File: config.mk
export PLATFORM = sky130hd
export DESIGN_NAME = dec_lut_encoder9bits_clk
export DESIGN_NICKNAME = d
export VERILOG_FILES = /design/src/rtl/dec_lut_encoder9bits_clk.sv
export SDC_FILE = /design/constraint.sdc
export NUM_CORES = 1
export LEC_CHECK = 0
export ABC_AREA = 1
export CORE_UTILIZATION = 60
export DETAILED_ROUTE_END_ITERATION = 6
export PLACE_DENSITY = 0.83
export SLEW_MARGIN = 20
export SYNTH_ARGS = -nofsm -noshare
export SYNTH_HDL_FRONTEND = slang
export SYNTH_SLANG_ARGS = --single-unit
File: constraint.sdc
create_clock -name clk -period 5.4 [get_ports clk]
set_input_delay 1.62 -clock clk [delete_from_list [all_inputs] [get_ports clk]]
set_output_delay 1.62 -clock clk [all_outputs]
set_load 0.01 [all_outputs]
File: src/rtl/dec_lut_encoder9bits_clk.sv
// Purpose : triangular-number encoder, W = N*(N+1)/2 built one addend per clock.
// Latency : w_valid/done rise exactly N+1 clock edges after the accept edge.
// Backpr. : in_ready low while accumulating; requests seen while busy are dropped.
//
// Ports
//   clk      in   rising-edge clock
//   rst      in   asynchronous active-high reset
//   in_valid in   request strobe, N_in is valid
//   in_ready out  encoder idle and able to accept a request
//   N_in     in   index to encode (N_BITS wide)
//   busy     out  accumulation in progress (always the inverse of in_ready)
//   W        out  encoded value, held until the next completion (W_BITS wide)
//   w_valid  out  W belongs to the most recently accepted N (level)
//   done     out  one-cycle pulse on the edge W is updated
module dec_lut_encoder9bits_clk #(
    parameter int N_BITS = 9,
    parameter int W_BITS = 20
) (
    input  logic              clk,
    input  logic              rst,
    input  logic              in_valid,
    output logic              in_ready,
    input  logic [N_BITS-1:0] N_in,
    output logic              busy,
    output logic [W_BITS-1:0] W,
    output logic              w_valid,
    output logic              done
);

    // The largest result (2^N_BITS-1)*2^N_BITS/2 needs 2*N_BITS-1 bits.
    generate
        if (W_BITS < 2 * N_BITS - 1) begin : g_w_bits_too_small
            $error("dec_lut_encoder9bits_clk: W_BITS must be >= 2*N_BITS-1");
        end
    endgenerate

    localparam logic ST_IDLE = 1'b0;
    localparam logic ST_ACC  = 1'b1;

    logic              state_q, state_d;
    logic [N_BITS-1:0] n_q, n_d;
    logic [N_BITS-1:0] k_q, k_d;
    logic [W_BITS-1:0] acc_q, acc_d;
    logic [W_BITS-1:0] w_q, w_d;
    logic              w_valid_q, w_valid_d;
    logic              done_q, done_d;

    // Next addend (k+1), zero-extended so the running sum is carried at full width.
    // k never exceeds n, so k+1 cannot wrap within N_BITS.
    logic [W_BITS-1:0] addend;
    assign addend = W_BITS'(k_q) + W_BITS'(1);

    always_comb begin
        state_d   = state_q;
        n_d       = n_q;
        k_d       = k_q;
        acc_d     = acc_q;
        w_d       = w_q;
        w_valid_d = w_valid_q;
        done_d    = 1'b0;       // done is a single-cycle pulse

        case (state_q)
            ST_IDLE: begin
                if (in_valid) begin
                    n_d       = N_in;
                    k_d       = '0;
                    acc_d     = '0;
                    // Old W stays visible but is no longer tied to the new request.
                    w_valid_d = 1'b0;
                    state_d   = ST_ACC;
                end
            end
            ST_ACC: begin
                if (k_q == n_q) begin
                    // acc already holds 1+2+...+n; N=0 lands here on the first ACC cycle.
                    w_d       = acc_q;
                    w_valid_d = 1'b1;
                    done_d    = 1'b1;
                    state_d   = ST_IDLE;
                end else begin
                    acc_d = acc_q + addend;
                    k_d   = k_q + N_BITS'(1);
                end
            end
            default: begin
                state_d = ST_IDLE;
            end
        endcase
    end

    always_ff @(posedge clk or posedge rst) begin
        if (rst) begin
            state_q   <= ST_IDLE;
            n_q       <= '0;
            k_q       <= '0;
            acc_q     <= '0;
            w_q       <= '0;
            w_valid_q <= 1'b0;
            done_q    <= 1'b0;
        end else begin
            state_q   <= state_d;
            n_q       <= n_d;
            k_q       <= k_d;
            acc_q     <= acc_d;
            w_q       <= w_d;
            w_valid_q <= w_valid_d;
            done_q    <= done_d;
        end
    end

    // Handshake is decoded straight from the state register so an async reset
    // raises in_ready in the same cycle it is asserted.
    assign in_ready = (state_q == ST_IDLE);
    assign busy     = (state_q == ST_ACC);
    assign W        = w_q;
    assign w_valid  = w_valid_q;
    assign done     = done_q;

endmodule
# After elaboration in Yosys (flattened, before gate mapping)
# Cells that the tools add are included.
# word_totals
register_bits	61
in_bits	12
out_inout_bits	24
wordCells	33
# classes
add_sub_neg	3
n_eq_ne	4
n_mux	14
bitwise_logic	1
n_reduce_logical	4
# op_table
operator	n
$mux W20	2
$pmux W20 S2	1
$add A20 B10 Y20	1
$mux W9	2
$pmux W9 S2	1
$add A9 B1 Y10 const B	1
$add A9 B1 Y9 const B	1
$eq A9 B9 Y1	1
$reduce_and A2 Y1	4
$mux W1	6
$ne A2 B2 Y1 const B	2
$pmux W1 S2	2
$ne A2 B1 Y1 const B	1
$not A1 Y1	1

# Depth between registers and ports, before layout
# Gate-level depths: netlist of run 1.
# depth
word_depth	4
depth_mapped	13
depth_no_buf	13

# Worst setup path after synthesis of run 1
# Ideal clock, no wire load.
# synth_path
path_kind	register to output
from	register state_q, in the netlist busy
to	output port in_ready
t_arrival_ps	741
t_required_ps	3780
slack_ps	3039
path_stages_with_launch	3
n_path_buf	1
cell_sequence	dfrtp_1 > buf_4 > inv_2
# synth_between
elab_chain_len	1
# synth_rtl
item	line_no	source
start, declared	40	logic state_q, state_d;
start signal, assigned	101	state_q <= state_d;
$not A1 Y1 (no line)	-	
end, declared	22	output logic in_ready,
# Every way passes these cells.

# Worst setup path in the final report of run 1
# Ends and elaborated chain as after synthesis.

==> results of run 1 <==
[cell usage after synthesis (all sizes together), types with 2 or more instances]
cell type  number
nand2         171
a21oi           6
xor2            7
nor3            2
or2             4
xnor2          11
ha             10
inv            60
dfrtp          61
nor2           29
o21ai          31
nand3          29
nand4           7
o22ai          10
buf            10
[layer usage]
| layer | track usage, % | share of wire (%) |
|---|---|---|
| met5 | 0 | 0 |
| met3 | 5.287 | 5.7 |
| met1 | 40.74 | 47 |
| met2 | 46.64 | 45 |
| met4 | 11.64 | 1.9 |
[flip-flops by register name (all words and copies together), names as in the netlist]
signal and count:
done 1, acc_q 20, busy 1, n_q 9, W 20, k_q 9, w_valid 1
[per-stage QoR]
step	instance area, sq um	utilization [%]	power [W]	cells
6_report	4099	72.65	0.0008148	567
5_1_grt	4099	72.65	0.0008410	567
4_1_cts	4099	72.65	0.0008190	567
3_5_place_dp	3940	69.84	0.0004831	551
3_3_place_gp	3940	69.84	0.0004830	551
2_1_floorplan	3591	-	0.0004721	453
[tightest hold or removal path: cells and delay by family (launching register included)]
family / cells / cell delay, ns
simple gates: 2 / 0.11
flops: 1 / 0.34
[cells by family after synthesis]
logic type | count (synthesis) | synth area share, %
AOI/OAI and AO/OA | 49 | 9.199
buffers and inverters | 70 | 9.164
DFF | 61 | 42.51
and+or+nand+nor | 244 | 30.70
xor gates and xnor gates | 18 | 4.390
adders and majority gates | 11 | 4.042
[final timing paths]
| kind | start | slack (ns) | endpoint | cells past startpoint |
|---|---|---|---|---|
| max in group asynchronous | rst | 2.83 | k_q[4]$_DFFE_PP0P_ | 3 |
| max | busy$_DFF_PP0_ | 2.00 | in_ready | 2 |
| max reg2reg | k_q[0]$_DFFE_PP0P_ | 3.04 | acc_q[16]$_DFFE_PP0P_ | 13 |
| min in group asynchronous | rst | 1.78 | W[2]$_DFFE_PP0P_ | 2 |
| min reg2reg | W[6]$_DFFE_PP0P_ | 0.47 | W[6]$_DFFE_PP0P_ | 2 |
| min | W[6]$_DFFE_PP0P_ | 0.47 | W[6]$_DFFE_PP0P_ | 2 |
[layout make-up]
cell class / instances / share of cell area [%]
multi-input combinational: 322 / 42.34
sequential: 61 / 37.24
timing repair buffer: 36 / 8.730
inverter: 60 / 5.617
clock buffer: 11 / 3.205
tap: 72 / 2.198
clock inverter: 5 / 0.6716
[power by group through the flow]
stage | sequential, W | clock, W | combinational [W]
after floorplan | 0.000465 | 0 | 0.00000667
after global placement | 0.000465 | 0 | 0.0000175
after detailed placement | 0.000465 | 0 | 0.0000177
after CTS | 0.000457 | 0.000344 | 0.0000177
after global routing | 0.000457 | 0.000365 | 0.0000194
final | 0.000457 | 0.000341 | 0.0000169
==> metrics, run 1 <==
status completed; Slew Viols, Final 0; clock buffers created by TritonCTS 9; pwr dens 198.8 mW/mm^2; Nets 513; Post-CTS Hold Fix Bufs 0; area taken by multi-input logic gates 0.001735 sq mm; drt pass-1 iters 5; Via Count 3,000; flops & latches, synth 61; Top FF cell, synth dfrtp_1; cell internal pwr 0.0006274 W; Leakage Power 2.129 nW; port bufs 35; fillers 464; unrepaired setup endpoints after global routing no; Final WS setup 2.005 ns; share of total power in the clock network 41.9%; WP data arrival 1.78 ns; mapped cell area 0.003591 sq mm; critical path, cell by cell inv_2 -> clkdlybuf4s50_1; Final period util 62.87%; Setup CP Type reg -> out; initial core utilization 63.65%; CP required 3.78 ns; asr flop ratio synth 100.0%; clock sink count 61; top post-synthesis cells by area dfrtp_1 (43%), nand2_1 (16%), inv_1 (5.5%); slew margin rel. 40.48%; Root Driver clkbuf_8; most frequent cells in the layout nand2_1 (151), dfrtp_1 (61), inv_1 (52); register area 0.001526 sq mm; CTS tree yes; CORE AREA 0.005642 sq mm; crit path buf inv count 2; switching share of total power 23.00%; Flop pwr share 56.1%; Syn Inst Count 453; remaining global-route overflow 0; deepest clock path buffer count 2; Fin. Hold Viols 0; count of final setup violators 0; largest net degree at the start of global routing 45; # DRC 0; leading area contributor after synthesis dfrtp_1; hold crit path type reg -> reg; initial antenna violation count 0; synth unique cells 36; kind of cell adding the most delay to the critical path buffers and inverters; initial DRC count 173; Ys Warns 0; layout cell share with drive strength beyond 1 13.54%; first-pass GRT wire length 13.83 mm; Crit. End Element output port; NetSw 0.0001874 W; peak supply drop 0.1313 mV; Vias/cell 5.291; Routed WL 7.983 mm; Post-synth EDFFs 0; Die X 79.36 um; Critical-path top delay cell dfrtp_1; startpoint types register; Setup Fix Bufs, Post-CTS 0; vias in the first global route 2,880; pre-CTS WS 2.240 ns; post-synth top area share 42.51%; die boundary height 79.36 um; slowest stage delay, CP 0.68 ns; n_diodes 0; GPL Wtd Cong 0.9428; Final ANT Viol Nets 0; Detailed Place HPWL 6.023 mm; CP Max Fanout 11; hold slack final 0.4720 ns; Resized cells post-CTS 0; Worst-Margin Slew 0.8915 ns; post-layout min period 3.395 ns; most common library cell in the layout ignoring fill and taps nand2_1; number of I/O pins 36; CTS H-tree lvls 3; sequential fraction of the synthesis area 42.51%; max cap viols 0; Die Area 0.006298 sq mm; Max Clk Rate 294.5 MHz; GRT Util Overall 29.68%; area delta synth->final 14.15%; Comb pwr share 2.1%; num rows 27; setup_tns 0 ns; Skew-Pair Late Insertion Delay 0.35 ns; drt wl/cell 14.08 um; clk_skew 0.01222 ns; Avg Cell Area, Syn 7.927 sq um; clock-pin slew on the worst setup and hold paths 0.07 ns; Syn Nets 476
Note: power is estimated with default switching activity, not from simulation.
==> inputs of run 2 (changes only) <==
--- a/config.mk
+++ b/config.mk
@@ -6,9 +6,9 @@
 export NUM_CORES = 1
 export LEC_CHECK = 0
 export ABC_AREA = 1
-export CORE_UTILIZATION = 60
+export CORE_UTILIZATION = 52
 export DETAILED_ROUTE_END_ITERATION = 6
-export PLACE_DENSITY = 0.83
+export PLACE_DENSITY = 0.77
 export SLEW_MARGIN = 20
 export SYNTH_ARGS = -nofsm -noshare
 export SYNTH_HDL_FRONTEND = slang
==> constraint.sdc (replaced) <==
create_clock -name clk -period 3 [get_ports clk]
set_input_delay 0.9 -clock clk [delete_from_list [all_inputs] [get_ports clk]]
set_output_delay 0.9 -clock clk [all_outputs]
set_load 0.01 [all_outputs]
==> run 2 against run 1 <==
Effect of this change:
- critical path depth is the same
- register-to-register slack worse by 2.4 ns
- sequential cell count is the same
- die area up 15%
- largest power group is now clock
- clock power grew to 2.8 times the previous value
- largest cell class unchanged
==> metrics, run 2 (synthesis gave the netlist of run 1 again) <==
Setup CP Type reg -> out; initial DRC count 203; Die Area 0.007242 sq mm; Slew Viols, Final 0; clk_skew 0.005937 ns; Flop pwr share 45.7%; num rows 29; n_diodes 0; Detailed Place HPWL 5.844 mm; Final ANT Viol Nets 0; status completed; unrepaired setup endpoints after global routing no; CTS tree yes; port bufs 35; Setup Fix Bufs, Post-CTS 0; Crit. End Element output port; WP data arrival 1.82 ns; initial core utilization 55.29%; max cap viols 0; Comb pwr share 1.8%; CP required 2.10 ns; drt pass-1 iters 6; clock-pin slew on the worst setup and hold paths 0.07 ns; initial antenna violation count 0; die boundary height 85.10 um; NetSw 0.0003400 W; Nets 513; Max Clk Rate 368.1 MHz; first-pass GRT wire length 13.95 mm; Resized cells post-CTS 0; kind of cell adding the most delay to the critical path buffers and inverters; CP Max Fanout 11; area delta synth->final 17.46%; hold crit path type reg -> reg; Critical-path top delay cell dfrtp_1; # DRC 0; most common library cell in the layout ignoring fill and taps nand2_1; setup_tns 0 ns; critical path, cell by cell inv_2 -> clkdlybuf4s50_1; count of final setup violators 0; deepest clock path buffer count 2; GRT Util Overall 25.31%; Skew-Pair Late Insertion Delay 0.35 ns; startpoint types register; total design power 0.001798 W; CTS H-tree lvls 3; slew margin rel. 61.46%; clock buffers created by TritonCTS 9; largest net degree at the start of global routing 62; switching share of total power 18.91%; most frequent cells in the layout nand2_1 (151), dfrtp_1 (61), inv_1 (52); Fin. Hold Viols 0; Worst-Margin Slew 0.5781 ns; layout cell share with drive strength beyond 1 13.74%; Die X 85.10 um; number of I/O pins 36; cell internal pwr 0.001458 W; Final period util 90.54%; post-layout min period 2.716 ns; Post-CTS Hold Fix Bufs 0; drt wl/cell 13.95 um; Via Count 2,991; Leakage Power 2.180 nW; Vias/cell 5.229; clock sink count 61; Root Driver clkbuf_8; remaining global-route overflow 0; GPL Wtd Cong 0.9395; slowest stage delay, CP 0.71 ns; crit path buf inv count 2; peak supply drop 0.2248 mV; share of total power in the clock network 52.4%; pwr dens 426.3 mW/mm^2; CORE AREA 0.006495 sq mm; vias in the first global route 2,820; Routed WL 7.979 mm
run 2: cell count changes in the layout (fill, tap and decap cells not counted):
cell / previous run / this run
buf_4: 1 / 0
bufinv_16: 0 / 3
buf_12: 0 / 1
clkbuf_1: 2 / 1
clkinvlp_4: 1 / 0
clkinv_2: 4 / 0
clkbuf_8: 9 / 12
run 2: final cells by class:
type	instances	area, sq um
sequential	61	1526
multi-input combinational	322	1735
fill	549	2277
tap	77	96.34
inverter	60	230.2
clock buffer	13	168.9
timing repair buffer	36	370.4
clock inverter	3	90.09
run 2: per-stage QoR:
step / util [%] / worst slack (ns) / hold slack (ns) / std cells / cell area [sq um]
6_report: 64.94 / 0.2837 / 0.4705 / 572 / 4218
5_1_grt: 64.94 / 0.2460 / 0.4966 / 572 / 4218
4_1_cts: 64.94 / 0.3079 / 0.4753 / 572 / 4218
3_5_place_dp: 60.95 / 0.5713 / 0.4589 / 556 / 3959
3_3_place_gp: 60.95 / 0.5852 / 0.4539 / 556 / 3959
2_1_floorplan: - / 0.5870 / 0.4631 / 453 / 3591
run 2: layer usage:
metal  vias up  GRT usage (%)  part of all wire, %  wire length [um]
li1       1507              -                    -                 -
met1      1407          35.13                   47              3744
met2        67          38.86                   47              3727
met3        10          5.837                  4.8               384
met4         0          9.399                  1.5               121
met5         -              0                    0                 0
run 2: power groups by stage:
stage          combinational [W]  sequential (W)  clock (W)
2_1_floorplan          0.0000120        0.000838          0
3_3_place_gp           0.0000338        0.000838          0
3_5_place_dp           0.0000343        0.000838          0
4_1_cts                0.0000343        0.000822   0.000948
5_1_grt                0.0000374        0.000822    0.00100
6_report               0.0000328        0.000822   0.000943
run 2: worst paths after layout:
path | from | depth (start not counted) | end | slack, ns
worst max-delay path | busy$_DFF_PP0_ | 2 | in_ready | 0.28
worst min-delay path | W[6]$_DFFE_PP0P_ | 2 | W[6]$_DFFE_PP0P_ | 0.47
worst max register to register | k_q[0]$_DFFE_PP0P_ | 10 | acc_q[8]$_DFFE_PP0P_ | 0.66
worst min register to register | W[6]$_DFFE_PP0P_ | 2 | W[6]$_DFFE_PP0P_ | 0.47
max in group asynchronous | rst | 3 | acc_q[6]$_DFFE_PP0P_ | 1.81
min in group asynchronous | rst | 3 | W[0]$_DFFE_PP0P_ | 0.93
run 2: worst register-to-register path: cells and delay by family, from the launching register on:
family	cells	cell delay, ns
AOI/OAI and AO/OA	2	0.26
adders and majority gates	2	0.65
buffers and inverters	2	0.28
DFF	1	0.42
and+or+nand+nor	4	0.61
